--- src/rtl/ac_motor_vf_ramp_ctrl.sv ---
`default_nettype none
// ============================================================================
// ac_motor_vf_ramp_ctrl : start/stop sequencer and V/f frequency ramp for SVM drive
// Rev 1.0
// ============================================================================
module ac_motor_vf_ramp_ctrl #(
  parameter int RAMP_DIV   = 1000,
  parameter int FREQ_STEP  = 1,
  parameter int HOLD_TICKS = 4,
  parameter int U_BOOST    = 256,
  parameter int VF_NUM     = 1,
  parameter int VF_SHIFT   = 0
) (
  input  logic        clk,
  input  logic        rst_n,
  input  logic        start,
  input  logic        stop,
  input  logic        fault,
  input  logic [11:0] f_target,
  output logic [11:0] frequency,
  output logic [11:0] u_str,
  output logic        drive_en,
  output logic        at_speed,
  output logic [2:0]  state
);

  typedef enum logic [2:0] {
    ST_IDLE  = 3'd0,
    ST_START = 3'd1,
    ST_RUN   = 3'd2,
    ST_STOP  = 3'd3,
    ST_FAULT = 3'd4
  } state_e;

  localparam logic [15:0] c_div_last  = 16'(RAMP_DIV - 1);
  localparam logic [11:0] c_step      = 12'(FREQ_STEP);
  localparam logic [7:0]  c_hold_last = 8'(HOLD_TICKS - 1);
  localparam logic [11:0] c_boost     = 12'(U_BOOST);
  localparam logic [7:0]  c_vf_num    = 8'(VF_NUM);

  state_e      state_q, state_d;
  logic [11:0] freq_q, freq_d;
  logic [11:0] ustr_q, ustr_d;
  logic        en_q, en_d;
  logic        at_speed_q, at_speed_d;
  logic [15:0] cnt_q, cnt_d;
  logic [7:0]  hold_q, hold_d;
  logic        w_active;
  logic        w_tick;
  logic [11:0] w_ramp;

  // Saturate before truncation so large products clamp instead of wrapping.
  function automatic logic [11:0] vf_law(input logic [11:0] f);
    logic [19:0] prod;
    logic [20:0] sum;
    prod = {8'd0, f} * {12'd0, c_vf_num};
    sum  = {1'b0, prod >> VF_SHIFT} + {9'd0, c_boost};
    return (sum > 21'd4095) ? 12'hFFF : sum[11:0];
  endfunction

  function automatic logic [11:0] step_toward(input logic [11:0] cur, input logic [11:0] tgt);
    if (tgt >= cur) begin
      return ((tgt - cur) <= c_step) ? tgt : cur + c_step;
    end
    return ((cur - tgt) <= c_step) ? tgt : cur - c_step;
  endfunction

  assign w_active = (state_q == ST_START) || (state_q == ST_RUN) || (state_q == ST_STOP);
  assign w_tick   = w_active && (cnt_q == c_div_last);
  assign w_ramp   = step_toward(freq_q, f_target);

  always_comb begin
    state_d = state_q;
    freq_d  = freq_q;
    ustr_d  = ustr_q;
    en_d    = en_q;
    cnt_d   = cnt_q;
    hold_d  = hold_q;
    if (w_active) begin
      cnt_d = w_tick ? 16'd0 : 16'(cnt_q + 16'd1);
    end

    case (state_q)
      ST_IDLE: begin
        freq_d = 12'd0;
        ustr_d = 12'd0;
        en_d   = 1'b0;
        cnt_d  = 16'd0;
        hold_d = 8'd0;
        if (start && !stop) begin
          state_d = ST_START;
          en_d    = 1'b1;
          ustr_d  = c_boost;
        end
      end
      ST_START: begin
        if (stop) begin
          state_d = ST_STOP;
        end else if (w_tick) begin
          hold_d = 8'(hold_q + 8'd1);
          if (hold_q == c_hold_last) begin
            state_d = ST_RUN;
          end
        end
      end
      ST_RUN: begin
        if (stop || !start) begin
          state_d = ST_STOP;
        end else if (w_tick) begin
          freq_d = w_ramp;
          ustr_d = vf_law(w_ramp);
        end
      end
      ST_STOP: begin
        if (w_tick) begin
          if (freq_q <= c_step) begin
            state_d = ST_IDLE;
            freq_d  = 12'd0;
            ustr_d  = 12'd0;
            en_d    = 1'b0;
          end else begin
            freq_d = freq_q - c_step;
            ustr_d = vf_law(freq_q - c_step);
          end
        end
      end
      ST_FAULT: begin
        freq_d = 12'd0;
        ustr_d = 12'd0;
        en_d   = 1'b0;
        cnt_d  = 16'd0;
        hold_d = 8'd0;
        if (!fault && !start) begin
          state_d = ST_IDLE;
        end
      end
      default: begin
        state_d = ST_IDLE;
        freq_d  = 12'd0;
        ustr_d  = 12'd0;
        en_d    = 1'b0;
        cnt_d   = 16'd0;
        hold_d  = 8'd0;
      end
    endcase

    // Fault overrides every state on the very next edge, mid-tick included.
    if (fault) begin
      state_d = ST_FAULT;
      freq_d  = 12'd0;
      ustr_d  = 12'd0;
      en_d    = 1'b0;
      cnt_d   = 16'd0;
      hold_d  = 8'd0;
    end

    at_speed_d = (state_d == ST_RUN) && (freq_d == f_target);
  end

  always_ff @(posedge clk or negedge rst_n) begin
    if (!rst_n) begin
      state_q    <= ST_IDLE;
      freq_q     <= 12'd0;
      ustr_q     <= 12'd0;
      en_q       <= 1'b0;
      at_speed_q <= 1'b0;
      cnt_q      <= 16'd0;
      hold_q     <= 8'd0;
    end else begin
      state_q    <= state_d;
      freq_q     <= freq_d;
      ustr_q     <= ustr_d;
      en_q       <= en_d;
      at_speed_q <= at_speed_d;
      cnt_q      <= cnt_d;
      hold_q     <= hold_d;
    end
  end

  assign frequency = freq_q;
  assign u_str     = ustr_q;
  assign drive_en  = en_q;
  assign at_speed  = at_speed_q;
  assign state     = state_q;

endmodule
`default_nettype wire

--- config.mk ---
export PLATFORM = sky130hd
export DESIGN_NAME = ac_motor_vf_ramp_ctrl
export DESIGN_NICKNAME = d
export VERILOG_FILES = /design/src/rtl/ac_motor_vf_ramp_ctrl.sv
export SDC_FILE = /design/constraint.sdc
export NUM_CORES = 1
export LEC_CHECK = 0
export ABC_AREA = 1
export CORE_MARGIN = 2
export CORE_UTILIZATION = 55
export CTS_CLUSTER_DIAMETER = 50
export DETAILED_ROUTE_END_ITERATION = 6
export PLACE_DENSITY_LB_ADDON = 0.15
export REMOVE_ABC_BUFFERS = 1
export SYNTH_ARGS = -nofsm -noshare
export SYNTH_HDL_FRONTEND = slang
export SYNTH_SLANG_ARGS = --single-unit
--- constraint.sdc ---
create_clock -name clk -period 7.15 [get_ports clk]
set_clock_uncertainty 0.1 [all_clocks]
set_input_delay 1.43 -clock clk [delete_from_list [all_inputs] [get_ports clk]]
set_output_delay 1.43 -clock clk [all_outputs]
set_load 0.05 [all_outputs]
# After elaboration in Yosys (flattened, before gate mapping)
# Index checks and enable logic that the tools add are counted.
[word_totals]
regBits = 53
in_bits = 17
word_cells = 99
out_inout_bits = 29
[op_classes]
addsub = 8
mux = 43
order_cmp = 6
reduce_logical = 17
n_eq_ne = 18
[ops]
columns = ["op", "n"]
rows = [
  ["$mux W12", 16],
  ["$mux W16", 4],
  ["$pmux W12 S4", 1],
  ["$le A12 B1 Y1 const B", 3],
  ["$pmux W12 S3", 1],
  ["$mux W3", 9],
  ["$add A12 B9 Y13 const B", 2],
  ["$gt A13 B12 Y1 const B", 2],
  ["$mux W8", 3],
  ["$sub A12 B12 Y12", 2],
  ["$add A16 B1 Y16 const B", 1],
  ["$eq A16 B10 Y1 const B", 1],
  ["$pmux W8 S2", 1],
  ["$ne A3 B3 Y1 const B", 5],
  ["$pmux W3 S5", 1],
  ["$add A12 B1 Y12 const B", 1],
  ["$eq A12 B12 Y1", 1],
  ["$ge A12 B12 Y1", 1],
  ["$sub A12 B1 Y12 const B", 1],
  ["$eq A3 B2 Y1 const B", 3],
  ["$mux W9", 1],
  ["$add A8 B1 Y8 const B", 1],
  ["$eq A8 B2 Y1 const B", 1],
  ["$reduce_and A3 Y1", 2],
  ["15 further kinds", 28],
]

# Depth between registers and ports, before layout
[depth]
ltp_word = 12
depth_mapped = 33
depth_no_buf = 30

# Least setup slack after synthesis
# No wires, ideal clock.
[synth_path]
path_type = "input to register"
from = "input port f_target[0]"
to = "register ustr_q[0] (netlist: u_str[0])"
path_stages = 31
setup_ns = 0.066
path_slack_ns = 2.450
path_buffers = 2
required_time_ns = 6.984
arrival_time_ns = 4.534
cell_sequence = "inv_1 > ha_1 > fa_1 > inv_1 > nand3_1 > nand2_1 > nand2_1 > nand2_1 > nand2_1 > nand2_1 > nand2_2 > nor2_8 > nand3_4 > buf_6 > nor2_1 > nor2_1 > nand2_1 > nand2_1 > ha_1 > inv_1 > or2_2 > nor2_1 > nand3_1 > nand2_1 > nand2_1 > buf_6 > nand2_1 > nand2_1 > nand2_1 > nand2_1 > nand2_1"
[synth_between]
elab_chain_cells = 12
elab_cells_between_ends = 17
cone_classes = "add/sub: 3; order compare: 4; mux: 10"
[synth_rtl]
columns = ["element", "line_no", "rtl"]
rows = [
  ["from (decl)", "19", "input logic [11:0] f_target,"],
  ["$sub A12 B12 Y12", "63", "return ((tgt - cur) <= c_step) ? tgt : cur + c_step;"],
  ["$le A12 B1 Y1", "63", ""],
  ["$mux W12", "63", ""],
  ["$mux W12", "62", "if (tgt >= cur) begin"],
  ["$mux W12 *", "65", "return ((cur - tgt) <= c_step) ? tgt : cur - c_step;"],
  ["$add A12 B9 Y13 *", "57", "sum = {1'b0, prod >> VF_SHIFT} + {9'd0, c_boost};"],
  ["$gt A13 B12 Y1", "58", "return (sum > 21'd4095) ? 12'hFFF : sum[11:0];"],
  ["$mux W12 *", "58", ""],
  ["$mux W12 *", "109", "end else if (w_tick) begin"],
  ["$mux W12 *", "107", "if (stop || !start) begin"],
  ["$pmux W12 S4 *", "83", "case (state_q)"],
  ["$mux W12 *", "148", "if (fault) begin"],
  ["to (signal assigned)", "172", "ustr_q <= ustr_d;"],
  ["to (decl)", "43", "logic [11:0] ustr_q, ustr_d;"],
]
# Every way passes the cells marked *; elsewhere a longest branch is shown, timed or not. The select of a mux whose other input is x is not followed.
# A chain may end at the register's enable or synchronous reset.

# Worst setup path after layout
[layout_path]
from = "input port f_target[0]"
to = "register ustr_q[5] (netlist: u_str[5])"
# Same word-level chain as after synthesis.

==> out/metrics.yaml <==
synth:
  ys_seq_elements: 53
  yosysUniqueCellTypes: 44
  syn_area_mm2: 0.00585
  ys.flop_type: "dfrtp_1"
  syn_avg_cell_area_um2: 5.91
  yosys-top-cells-area: "dfrtp_1, nand2_1, inv_1"
  ys_warn_count: 0
  yosys.area.top_type_share_pct: 22.7
  synth_edf_count: 0
  synthCells: 989
  ys_async_sr_fraction_pct: 100
  seq_area_frac_synth_pct: 22.7
  yosysTopAreaCell: "dfrtp_1"
floorplanning:
  core_mm2: 0.0103
  std_cell_rows: 37
  start_util_pct: 56.6
  die_area_mm2: 0.0115
  io_pins: 46
  die_y_um: 107
  fp.dieW_um: 107
clock_tree:
  ctsHtreeMaxLevel: 2
  cts_hold_buf: 0
  ctsResizeCount: 0
  worstSkewPairLatency_ns: 0.34
  cts_tree: "built"
  cts_setup_buffers: 0
  ctsLongestPathBuffers: 2
  clock_sinks: 53
  path_clk_slew_ns: 0.11
  root_buffer: "clkbuf_8"
  numCtsBuffers: 5
route:
  wl_per_cell_um: 14.7
  first_iter_violations: 656
  final_antenna_net_count: 0
  wl_um: 17000
  route.detailed.drc: 0
  avgViaCountPerCell: 5.49
  vias: 6365
  firstDrtPassIters: 7
finish:
  drive_gt1_share_pct: 4.39
  seq_area_mm2: 0.00133
  nFillCells: 1014
  syn_to_final_growth_pct: 11.2
  nets: 1075
  diodes: 0
  multi_input_area_mm2: 0.00376
setup_path:
  rr_endpoint: "u_str[5]$_DFFE_PN0P_"
  r2r_start: "frequency[0]$_DFF_PN0_"
  timing.reg2reg.setup_slack_ns: 2.03
  critPathSlowestCell: "clkdlybuf4s50_1"
  crit_top_cell: "nand2_1"
  crit_arrival_ns: 5.97
  startpoint_type: "input port"
  setup.worst_path.end: "u_str[5]$_DFFE_PN0P_"
  rr_worst_depth: 27
  cp.required_ns: 7.32
  end_kind: "register"
  worst-path-max-fanout: 13
  critPathLaunch: "f_target[0]"
  worstSetupPathType: "input port to register"
  max_stage_delay_ns: 0.51
global_routing:
  grt_usage_pct: 30.9
  antenna_found_initial: 0
  grt_pass1_vias: 5956
  grt_max_degree: 54
  grt_pass1_wl_um: 28400
  grt_remaining_overflow: 0
sta:
  fin_crit_ns: 5.81
  rsz0062_at_grt: "no"
  finalCritPeriodShare_pct: 81.2
  clock.fmax_ghz: 0.172
  tightestPinTransition_ns: 0.860
  setup_viol: 0
  slew-limit-headroom_pct: 42.5
  drv_slew: 0
  finalSetupTns_ns: 0
  finalHoldViolations: 0
power:
  p_leak_nw: 3.45
  worst_ir_drop_vdd_uv: 117
  total_power_uw: 659
  power.density_mw_per_mm2: 101
place:
  io_buffers: 45
  routabilityCongestion: 0.966
  dp_hpwl_um: 13100
status:
  run_status: "finished, final reports clean"
run:
  maxCapViolCount: 0
worst_hold_path:
  hold_path_class: "register to register"
[worst max-delay path: cells and delay by family]
| kind | cells | cell delay (ns) |
|---|---|---|
| fa+ha+maj | 3 | 0.98 |
| simple gates | 19 | 2.37 |
| buf+inv | 4 | 0.85 |
| compound gates | 1 | 0.34 |
[where the power goes]
part	internal (mW)	switching [mW]	total, mW
Clock	0.108	0.119	0.227
Combinational	0.0407	0.0899	0.131
Sequential	0.301	0.00116	0.302
Total	0.449	0.210	0.659
[worst min-delay path by stage]
| stage | from | slack (ns) | to | cells past startpoint |
|---|---|---|---|---|
| global route | cnt_q[0]$_DFFE_PN0P_ | 0.39 | cnt_q[0]$_DFFE_PN0P_ | 1 |
| CTS | cnt_q[0]$_DFFE_PN0P_ | 0.37 | cnt_q[0]$_DFFE_PN0P_ | 1 |
| floorplan | cnt_q[0]$_DFFE_PN0P_ | 0.33 | cnt_q[0]$_DFFE_PN0P_ | 1 |
| finish | cnt_q[0]$_DFFE_PN0P_ | 0.36 | cnt_q[0]$_DFFE_PN0P_ | 1 |
| detailed placement | cnt_q[0]$_DFFE_PN0P_ | 0.35 | cnt_q[0]$_DFFE_PN0P_ | 1 |
| global placement | cnt_q[0]$_DFFE_PN0P_ | 0.35 | cnt_q[0]$_DFFE_PN0P_ | 1 |
[routing by layer]
metal | vias up | part of all wire, % | GRT usage (%)
met5 | - | 0 | 0
met1 | 2904 | 45 | 42.2
met4 | 0 | 1.4 | 6.59
li1 | 3186 | - | -
met2 | 245 | 46 | 52.2
met3 | 30 | 7.5 | 4.01
[sequential cells by signal, indices dropped and copies added, names as in the netlist]
| register | flops |
|---|---|
| state | 3 |
| hold_q | 8 |
| cnt_q | 16 |
| drive_en | 1 |
| at_speed | 1 |
| frequency | 12 |
| u_str | 12 |
[cell usage after synthesis (9+ instances only)]
cell / instances
o21ai_0: 24
nand2_1: 342
nand4_1: 23
buf_2: 9
ha_1: 33
dfrtp_1: 53
clkbuf_1: 9
inv_1: 161
nand3_1: 95
a21oi_1: 31
nor2_1: 79
nor3_1: 24
xor2_1: 19
[metrics by stage]
step | setup slack [ns] | utilization, % | std cells | hold WS [ns] | instance area (um^2)
after detailed placement | 1.16 | 61.8 | 1152 | 0.351 | 6380
after global placement | 1.23 | 61.8 | 1152 | 0.352 | 6380
after CTS | 1.46 | 62.9 | 1160 | 0.366 | 6500
after floorplan | 2.28 | - | 967 | 0.333 | 5730
final | 1.34 | 62.9 | 1160 | 0.362 | 6500
after global routing | 0.944 | 62.9 | 1160 | 0.394 | 6500
[cells in the final DEF, fill, tap and decap left out, types with 2 or more instances in the layout]
| cell | synthesis | routed |
|---|---|---|
| a211oi_1 | 2 | 2 |
| xnor2_1 | 3 | 3 |
| nor2_2 | 5 | 5 |
| dfrtp_1 | 53 | 53 |
| nand3_1 | 95 | 95 |
| o21ai_1 | 7 | 7 |
| inv_1 | 161 | 161 |
| nor2_8 | 2 | 2 |
| nor4_1 | 7 | 7 |
| o22ai_1 | 5 | 5 |
| nand4_1 | 23 | 23 |
| o21bai_1 | 2 | 2 |
| clkinv_1 | 2 | 2 |
| o21ai_0 | 24 | 24 |
| clkbuf_8 | 0 | 5 |
| ha_1 | 33 | 33 |
| a21oi_1 | 31 | 31 |
| o221ai_1 | 2 | 2 |
| nor3b_1 | 3 | 3 |
| a22oi_1 | 5 | 5 |
| inv_2 | 8 | 8 |
| o211ai_1 | 3 | 3 |
| fa_1 | 2 | 2 |
| nand2_4 | 2 | 2 |
| xor2_1 | 19 | 19 |
| clkdlybuf4s50_1 | 0 | 44 |
| nor2_4 | 3 | 3 |
| nor3_1 | 24 | 24 |
| nand3b_1 | 3 | 3 |
| nand2_1 | 342 | 342 |
| nand2_2 | 8 | 8 |
| nor2_1 | 79 | 79 |
| buf_4 | 1 | 4 |
[final cells by class]
type                    instances  share of cell area (%)
inverters                     171                    9.88
well taps                     136                    2.62
clock inverters                 3                   0.770
repair buffers                 49                    7.32
clock buffers                   5                    1.06
flip-flops and latches         53                    20.4
multi-input cells             743                    57.9
[cells by family after synthesis]
group,after synthesis,synth area share [%]
and+or+nand+nor,599,44.8
buffers and inverters,193,12.9
AOI/OAI and AO/OA,87,8.54
DFF,53,22.7
adders and majority gates,35,7.75
xor gates and xnor gates,22,3.30
Note: power is estimated with default switching activity, not from simulation.
